`config.mk`:
```
export PLATFORM = sky130hd
export DESIGN_NAME = life_sequencer_flat
export DESIGN_NICKNAME = d
export VERILOG_FILES = /design/src/rtl/pacman_pkg.sv /design/src/rtl/life_sequencer_if.sv /design/src/rtl/frame_timer.sv /design/src/rtl/life_sequencer.sv /design/src/flat_wrapper.sv
export SDC_FILE = /design/constraint.sdc
export NUM_CORES = 1
export LEC_CHECK = 0
export ABC_AREA = 0
export BUFFER_PORTS_ARGS = -buffer_cell sky130_fd_sc_hd__buf_2
export CAP_MARGIN = 20
export CORE_ASPECT_RATIO = 1.5
export CORE_MARGIN = 1.5
export CORE_UTILIZATION = 56
export CTS_CLUSTER_DIAMETER = 30
export DETAILED_ROUTE_END_ITERATION = 10
export GPL_ROUTABILITY_DRIVEN = 0
export PLACE_DENSITY_LB_ADDON = 0.05
export RECOVER_POWER = 100
export SYNTH_ARGS = -nofsm -noshare
export SYNTH_HDL_FRONTEND = slang
export SYNTH_SLANG_ARGS = --single-unit
```
`constraint.sdc`:
```
create_clock -name clk -period 4.9 [get_ports clk]
set_input_delay 0.245 -clock clk [delete_from_list [all_inputs] [get_ports clk]]
set_output_delay 0.245 -clock clk [all_outputs]
set_load 0.03 [all_outputs]
```
`src/rtl/pacman_pkg.sv`:
```
// Shared Pac-Man core definitions: game phase encoding, ghost count and the
// default lives settings also used by the HUD.
// No ports (package).
package pacman_pkg;

  localparam int unsigned NUM_GHOSTS          = 4;
  localparam int unsigned DEFAULT_START_LIVES = 3;
  localparam int unsigned DEFAULT_MAX_LIVES   = 9;
  localparam int unsigned LIVES_W             = 4;
  localparam int unsigned FRAME_CNT_W         = 16;

  typedef enum logic [2:0] {
    IDLE     = 3'd0,
    READY    = 3'd1,
    PLAY     = 3'd2,
    DYING    = 3'd3,
    GAMEOVER = 3'd4
  } game_state_t;

  // Add one life, holding at the ceiling.
  function automatic logic [LIVES_W-1:0] lives_inc(input logic [LIVES_W-1:0] lives,
                                                   input logic [LIVES_W-1:0] ceiling);
    return (lives >= ceiling) ? lives : lives + LIVES_W'(1);
  endfunction

  // Remove one life, holding at zero.
  function automatic logic [LIVES_W-1:0] lives_dec(input logic [LIVES_W-1:0] lives);
    return (lives == '0) ? lives : lives - LIVES_W'(1);
  endfunction

endpackage

```
`src/rtl/life_sequencer_if.sv`:
```
// Game-core <-> life sequencer signal bundle.
//   master: game core side (drives frame/button/collision events, reads status)
//   slave : life_sequencer side
// Events: frame_tick, start, collide, frightened, level_clear, bonus_life.
// Status: livesout, freeze, dying, respawn, ghost_eaten, lost, state.
interface life_sequencer_if;
  import pacman_pkg::*;

  logic                  frame_tick;
  logic                  start;
  logic [NUM_GHOSTS-1:0] collide;
  logic [NUM_GHOSTS-1:0] frightened;
  logic                  level_clear;
  logic                  bonus_life;

  logic [LIVES_W-1:0]    livesout;
  logic                  freeze;
  logic                  dying;
  logic                  respawn;
  logic [NUM_GHOSTS-1:0] ghost_eaten;
  logic                  lost;
  game_state_t           state;

  modport master (
    output frame_tick, start, collide, frightened, level_clear, bonus_life,
    input  livesout, freeze, dying, respawn, ghost_eaten, lost, state
  );

  modport slave (
    input  frame_tick, start, collide, frightened, level_clear, bonus_life,
    output livesout, freeze, dying, respawn, ghost_eaten, lost, state
  );

endinterface

```
`src/rtl/frame_timer.sv`:
```
// Counts frame ticks for a timed phase and strobes done on the tick that
// completes `length` ticks.
//   clk, reset (sync, active-low)
//   clear      : restart counting from zero (phase entry)
//   frame_tick : one-cycle pulse per video frame
//   length     : number of ticks in the phase (>= 1)
//   done       : combinational strobe, high on the final tick
module frame_timer
  import pacman_pkg::*;
#(
  parameter int unsigned Width = FRAME_CNT_W
) (
  input  logic             clk,
  input  logic             reset,
  input  logic             clear,
  input  logic             frame_tick,
  input  logic [Width-1:0] length,
  output logic             done
);

  logic [Width-1:0] cnt_q, cnt_d;
  logic [Width-1:0] last;

  assign last = length - Width'(1);
  // done must not depend on clear: the owner derives clear from the
  // transition that done itself causes.
  assign done = frame_tick && (cnt_q == last);

  always_comb begin
    cnt_d = cnt_q;
    if (clear) begin
      cnt_d = '0;
    end else if (frame_tick) begin
      cnt_d = cnt_q + Width'(1);
    end
  end

  always_ff @(posedge clk) begin
    if (!reset) begin
      cnt_q <= '0;
    end else begin
      cnt_q <= cnt_d;
    end
  end

endmodule

```
`src/rtl/life_sequencer.sv`:
```
// Round and lives controller: sequences IDLE/READY/PLAY/DYING/GAMEOVER,
// qualifies ghost collisions against frightened status and owns lives.
//   clk, reset (sync, active-low)
//   bus (slave): frame_tick, start, collide, frightened, level_clear,
//                bonus_life in; livesout, freeze, dying, respawn,
//                ghost_eaten, lost, state out.
module life_sequencer
  import pacman_pkg::*;
#(
  parameter int unsigned START_LIVES  = DEFAULT_START_LIVES,
  parameter int unsigned MAX_LIVES    = DEFAULT_MAX_LIVES,
  parameter int unsigned READY_FRAMES = 120,
  parameter int unsigned DEATH_FRAMES = 60
) (
  input logic                 clk,
  input logic                 reset,
  life_sequencer_if.slave     bus
);

  localparam logic [LIVES_W-1:0] StartLives = LIVES_W'(START_LIVES);
  localparam logic [LIVES_W-1:0] MaxLives   = LIVES_W'(MAX_LIVES);

  game_state_t           state_q, state_d;
  logic [LIVES_W-1:0]    lives_q, lives_d;
  logic                  respawn_q, respawn_d;
  logic [NUM_GHOSTS-1:0] eaten_q, eaten_d;

  logic                   fatal;
  logic [NUM_GHOSTS-1:0]  eaten;
  logic                   timer_clear;
  logic                   timer_done;
  logic [FRAME_CNT_W-1:0] timer_len;

  // A ghost kills Pac-Man unless it is frightened, in which case it is eaten.
  assign fatal = |(bus.collide & ~bus.frightened);
  assign eaten = bus.collide & bus.frightened;

  // Only READY and DYING are timed; one counter serves both.
  assign timer_len   = (state_q == DYING) ? FRAME_CNT_W'(DEATH_FRAMES)
                                          : FRAME_CNT_W'(READY_FRAMES);
  assign timer_clear = (state_d != state_q);

  frame_timer #(
    .Width(FRAME_CNT_W)
  ) u_frame_timer (
    .clk        (clk),
    .reset      (reset),
    .clear      (timer_clear),
    .frame_tick (bus.frame_tick),
    .length     (timer_len),
    .done       (timer_done)
  );

  always_comb begin
    state_d   = state_q;
    lives_d   = lives_q;
    respawn_d = 1'b0;
    eaten_d   = '0;

    unique case (state_q)
      IDLE, GAMEOVER: begin
        if (bus.start) begin
          state_d   = READY;
          lives_d   = StartLives;
          respawn_d = 1'b1;
        end
      end

      READY: begin
        if (bus.bonus_life) begin
          lives_d = lives_inc(lives_q, MaxLives);
        end
        if (timer_done) begin
          state_d = PLAY;
        end
      end

      PLAY: begin
        eaten_d = eaten;
        if (fatal) begin
          state_d = DYING;
          // A bonus on the fatal edge cancels the loss.
          if (!bus.bonus_life) begin
            lives_d = lives_dec(lives_q);
          end
        end else begin
          if (bus.bonus_life) begin
            lives_d = lives_inc(lives_q, MaxLives);
          end
          if (bus.level_clear) begin
            state_d   = READY;
            respawn_d = 1'b1;
          end
        end
      end

      DYING: begin
        if (bus.bonus_life) begin
          lives_d = lives_inc(lives_q, MaxLives);
        end
        // Exit decision uses the post-bonus count so a last-moment bonus
        // saves the game.
        if (timer_done) begin
          if (lives_d == '0) begin
            state_d = GAMEOVER;
          end else begin
            state_d   = READY;
            respawn_d = 1'b1;
          end
        end
      end

      default: begin
        state_d = IDLE;
      end
    endcase
  end

  always_ff @(posedge clk) begin
    if (!reset) begin
      state_q   <= IDLE;
      lives_q   <= StartLives;
      respawn_q <= 1'b0;
      eaten_q   <= '0;
    end else begin
      state_q   <= state_d;
      lives_q   <= lives_d;
      respawn_q <= respawn_d;
      eaten_q   <= eaten_d;
    end
  end

  assign bus.livesout    = lives_q;
  assign bus.respawn     = respawn_q;
  assign bus.ghost_eaten = eaten_q;
  assign bus.freeze      = (state_q != PLAY);
  assign bus.dying       = (state_q == DYING);
  assign bus.lost        = (state_q == GAMEOVER);
  assign bus.state       = state_q;

endmodule

```
`src/flat_wrapper.sv`:
```
// flat-port wrapper written by rule: the top's interface ports become plain ports
module life_sequencer_flat import pacman_pkg::*;
#(
  parameter int unsigned START_LIVES  = DEFAULT_START_LIVES,
  parameter int unsigned MAX_LIVES    = DEFAULT_MAX_LIVES,
  parameter int unsigned READY_FRAMES = 120,
  parameter int unsigned DEATH_FRAMES = 60
)
  (clk, reset, bus_frame_tick, bus_start, bus_collide, bus_frightened, bus_level_clear, bus_bonus_life, bus_livesout, bus_freeze, bus_dying, bus_respawn, bus_ghost_eaten, bus_lost, bus_state);
  life_sequencer_if bus_i ();
  input logic clk;
  input logic reset;
  input wire logic [$bits(bus_i.frame_tick)-1:0] bus_frame_tick;
  input wire logic [$bits(bus_i.start)-1:0] bus_start;
  input wire logic [$bits(bus_i.collide)-1:0] bus_collide;
  input wire logic [$bits(bus_i.frightened)-1:0] bus_frightened;
  input wire logic [$bits(bus_i.level_clear)-1:0] bus_level_clear;
  input wire logic [$bits(bus_i.bonus_life)-1:0] bus_bonus_life;
  output wire logic [$bits(bus_i.livesout)-1:0] bus_livesout;
  output wire logic [$bits(bus_i.freeze)-1:0] bus_freeze;
  output wire logic [$bits(bus_i.dying)-1:0] bus_dying;
  output wire logic [$bits(bus_i.respawn)-1:0] bus_respawn;
  output wire logic [$bits(bus_i.ghost_eaten)-1:0] bus_ghost_eaten;
  output wire logic [$bits(bus_i.lost)-1:0] bus_lost;
  output wire logic [$bits(bus_i.state)-1:0] bus_state;
  assign bus_i.frame_tick = bus_frame_tick;
  assign bus_i.start = bus_start;
  assign bus_i.collide = bus_collide;
  assign bus_i.frightened = bus_frightened;
  assign bus_i.level_clear = bus_level_clear;
  assign bus_i.bonus_life = bus_bonus_life;
  assign bus_livesout = bus_i.livesout;
  assign bus_freeze = bus_i.freeze;
  assign bus_dying = bus_i.dying;
  assign bus_respawn = bus_i.respawn;
  assign bus_ghost_eaten = bus_i.ghost_eaten;
  assign bus_lost = bus_i.lost;
  assign bus_state = bus_i.state;
  life_sequencer #(.START_LIVES(START_LIVES), .MAX_LIVES(MAX_LIVES), .READY_FRAMES(READY_FRAMES), .DEATH_FRAMES(DEATH_FRAMES)) u_core (.clk(clk), .reset(reset), .bus(bus_i));
endmodule
```
==> metrics.md <==
| Metric | Value |
|---|---|
| Status | `completed` |
| Die height | `69.2 µm` |
| Maximum VDD drop | `0.285 mV` |
| Routed vias | `1490` |
| P_int | `329 µW` |
| Average routed wire per standard cell | `13.9 µm` |
| Die area | `3260 µm²` |
| Worst slew margin | `20.7%` |
| Required @ worst endpoint | `5.01 ns` |
| Post-Route WL | `3560 µm` |
| Detailed-placement wirelength estimate | `2750 µm` |
| Register Area | `561 µm²` |
| Slew Limit Fails | `0` |
| Final Cycle Share | `53.0%` |
| Vias in the first global route | `1400` |
| Number of flops mapped to enable cells by yosys | `0` |
| Sequential Power Share | `53.8%` |
| CP Cell Sequence | `or4_1 -> nor4_1 -> a21oi_1 -> o2111ai_1 -> nor2_1` |
| Flops & latches, synth | `28` |
| GRT Overall Usage | `23.0%` |
| Hold_buf cts | `0` |
| Final Skew | `0.00208 ns` |
| Leakage dissipation | `0.000707 µW` |
| Sequential area share after synthesis | `34.3%` |
| Pin count of the biggest net entering global routing | `17` |
| # fillers | `269` |
| # DRC | `0` |
| Final setup fails | `0` |
| Port Buffers | `28` |
| Starting DRT DRC Count | `23` |
| Inserted Diodes | `0` |
| Post-CTS sizing | `0` |
| Global route overflow | `0` |
| Worst min path class | `input port to flop` |
| P&R area growth vs syn | `9.80%` |
| Initial core utilization | `59.8%` |
| Async SR Flop Fraction | `0%` |
| Clk_lat worst skew | `0.27 ns` |
| Crit path max-delay cell type | `o2111ai_1` |
| Syn nets | `214` |
| Die width | `47.1 µm` |
| Clock-pin slew of the registers on the worst-case setup and hold paths | `0.09 ns` |
| Minimum clock period | `2.60 ns` |
| Setup Buffers After CTS | `0` |
| First-pass GRT wire length | `5750 µm` |
| Multi-input logic area | `985 µm²` |
| CP Launch Type | `flop` |
| Tightest Pin Transition | `1.19 ns` |
| Switching pwr | `117 µW` |
| Via density | `5.80` |
| CP max FO | `16` |
| Share of post-route cells with drive strength above 1 | `10.0%` |
| Placed instance count | `253` |
| Max incr delay on CP | `0.97 ns` |
| Clk sinks | `28` |
| Hold Vio Cnt, Final | `0` |
| Net switching share of the total power | `26.3%` |
| Synth warn | `0` |
| FP Rows | `23` |
| Worst EP arrival | `2.71 ns` |
| CTS Buffer Depth | `2` |
| Setup TNS | `0 ns` |
| Max frequency | `385 MHz` |
| Clock power share | `30.9%` |
| DR pass1 iterations | `4` |
| Syn Inst Count | `195` |
| Gate power share | `15.4%` |
| Most frequent cells in the layout | `nor2_1, dfxtp_1, clkbuf_1, nand2_1, buf_2` |
| Power Total | `447 µW` |
| # IOs | `29` |
| Synth Flop Type | `dfxtp_1` |
| Post-synthesis cell type count | `52` |
| Mapped Avg Cell Area | `8.38 µm²` |
| Synthesized area | `1630 µm²` |
| Total of max-cap violations | `0` |
| Nets | `240` |
| Final cell count without fillers | `257` |
| Core footprint | `2730 µm²` |
| Critical setup path kind | `flop to flop` |
| Post-route ant nets | `0` |
| RSZ-0062 raised after global routing | `false` |
| CTS tree | `built` |
| CTS Root Cell | `clkbuf_8` |
| PD cells | `249 nW/µm²` |
| Finished Core Util | `65.6%` |
| Initial antenna violation count | `0` |
| Crit path capture type | `flop` |
| H-tree depth | `1` |
| Cts bufs inserted | `3` |
-- cell usage after synthesis, drive strengths merged (2+ instances only) --
| master | count | area, µm² |
|---|---|---|
| nand4 | 5 | 31.3 |
| nor3 | 4 | 20.0 |
| or3b | 2 | 17.5 |
| and3 | 8 | 51.3 |
| clkbuf | 3 | 11.3 |
| a211oi | 3 | 22.5 |
| nand2b | 8 | 50.1 |
| dfxtp | 28 | 561 |
| o21ai | 6 | 30.0 |
| nor2 | 28 | 105 |
| nand3b | 2 | 15.0 |
| and2 | 4 | 26.3 |
| xor2 | 12 | 105 |
| o32a | 2 | 20.0 |
| and4 | 3 | 27.5 |
| buf | 4 | 26.3 |
| o2111ai | 2 | 35.0 |
| mux2i | 2 | 20.0 |
| a31oi | 3 | 18.8 |
| inv | 7 | 26.3 |
| ha | 5 | 62.6 |
| nand3 | 7 | 35.0 |
| or3 | 2 | 12.5 |
| nand2 | 14 | 52.6 |
| xnor2 | 5 | 43.8 |
| a21oi | 5 | 25.0 |
-- metal layers --
layer | GRT usage [%] | up-vias | wire [µm]
li1 | - | 757 | -
met1 | 25.0 | 699 | 1450
met2 | 42.6 | 30 | 1980
met3 | 2.88 | 4 | 93
met4 | 6.79 | 0 | 36
met5 | 0 | - | 0
-- worst max-delay path, delay by kind of cell (launching register included) --
kind,cells,cell delay (ns)
simple gates,3,0.99
flops,1,0.35
compound gates,2,1.10
-- sequential cells by signal (all words and copies together), names as in the netlist --
name and count:
u_core.bus.ghost_eaten 4, u_core.bus.livesout 4, u_core.bus.respawn 1, u_core.bus.state 3, u_core.u_frame_timer.cnt_q 16
-- stage by stage --
stage	cell area [µm²]	worst slack (ns)	hold WS [ns]
floorplan	1630	2.87	0.336
global placement	1780	2.97	0.485
detailed placement	1780	2.90	0.497
CTS	1840	2.90	0.214
global route	1790	2.09	0.216
finish	1790	2.30	0.218
-- cell families after synthesis --
| group | after synthesis | share of synthesized area (%) |
|---|---|---|
| AOI/OAI and AO/OA | 34 | 16.2 |
| xor gates and xnor gates | 17 | 9.11 |
| adders and majority gates | 5 | 3.83 |
| buffers and inverters | 14 | 3.90 |
| DFF | 28 | 34.3 |
| muxes | 2 | 1.23 |
| and+or+nand+nor | 95 | 31.5 |
-- power by group through the flow --
| stage | Combinational [µW] | Clock [µW] | Sequential [µW] |
|---|---|---|---|
| 2_1_floorplan | 47.6 | 0 | 250 |
| 3_3_place_gp | 69.4 | 0 | 245 |
| 3_5_place_dp | 70.9 | 0 | 245 |
| 4_1_cts | 71.3 | 142 | 240 |
| 5_1_grt | 75.9 | 148 | 241 |
| 6_report | 68.6 | 138 | 240 |
-- layout make-up --
class	count	area share, %
Clock buffer	4	3.07
Sequential cell	28	31.2
Multi-Input combinational cell	153	54.9
Timing Repair Buffer	28	6.76
Inverter	7	1.46
Tap cell	37	2.58
-- worst paths after layout --
| check | start | to | slack (ns) | cells past startpoint |
|---|---|---|---|---|
| hold / removal | bus_collide[1] | u_core.bus.ghost_eaten[1] | 0.22 | 2 |
| hold reg to reg | u_core.u_frame_timer.cnt_q[15] | u_core.u_frame_timer.cnt_q[15] | 0.53 | 2 |
| setup / recovery | u_core.u_frame_timer.cnt_q[7] | u_core.u_frame_timer.cnt_q[11] | 2.30 | 5 |
| setup reg to reg | u_core.u_frame_timer.cnt_q[7] | u_core.u_frame_timer.cnt_q[11] | 2.30 | 5 |
No activity file was read; power rests on OpenSTA's default activity.
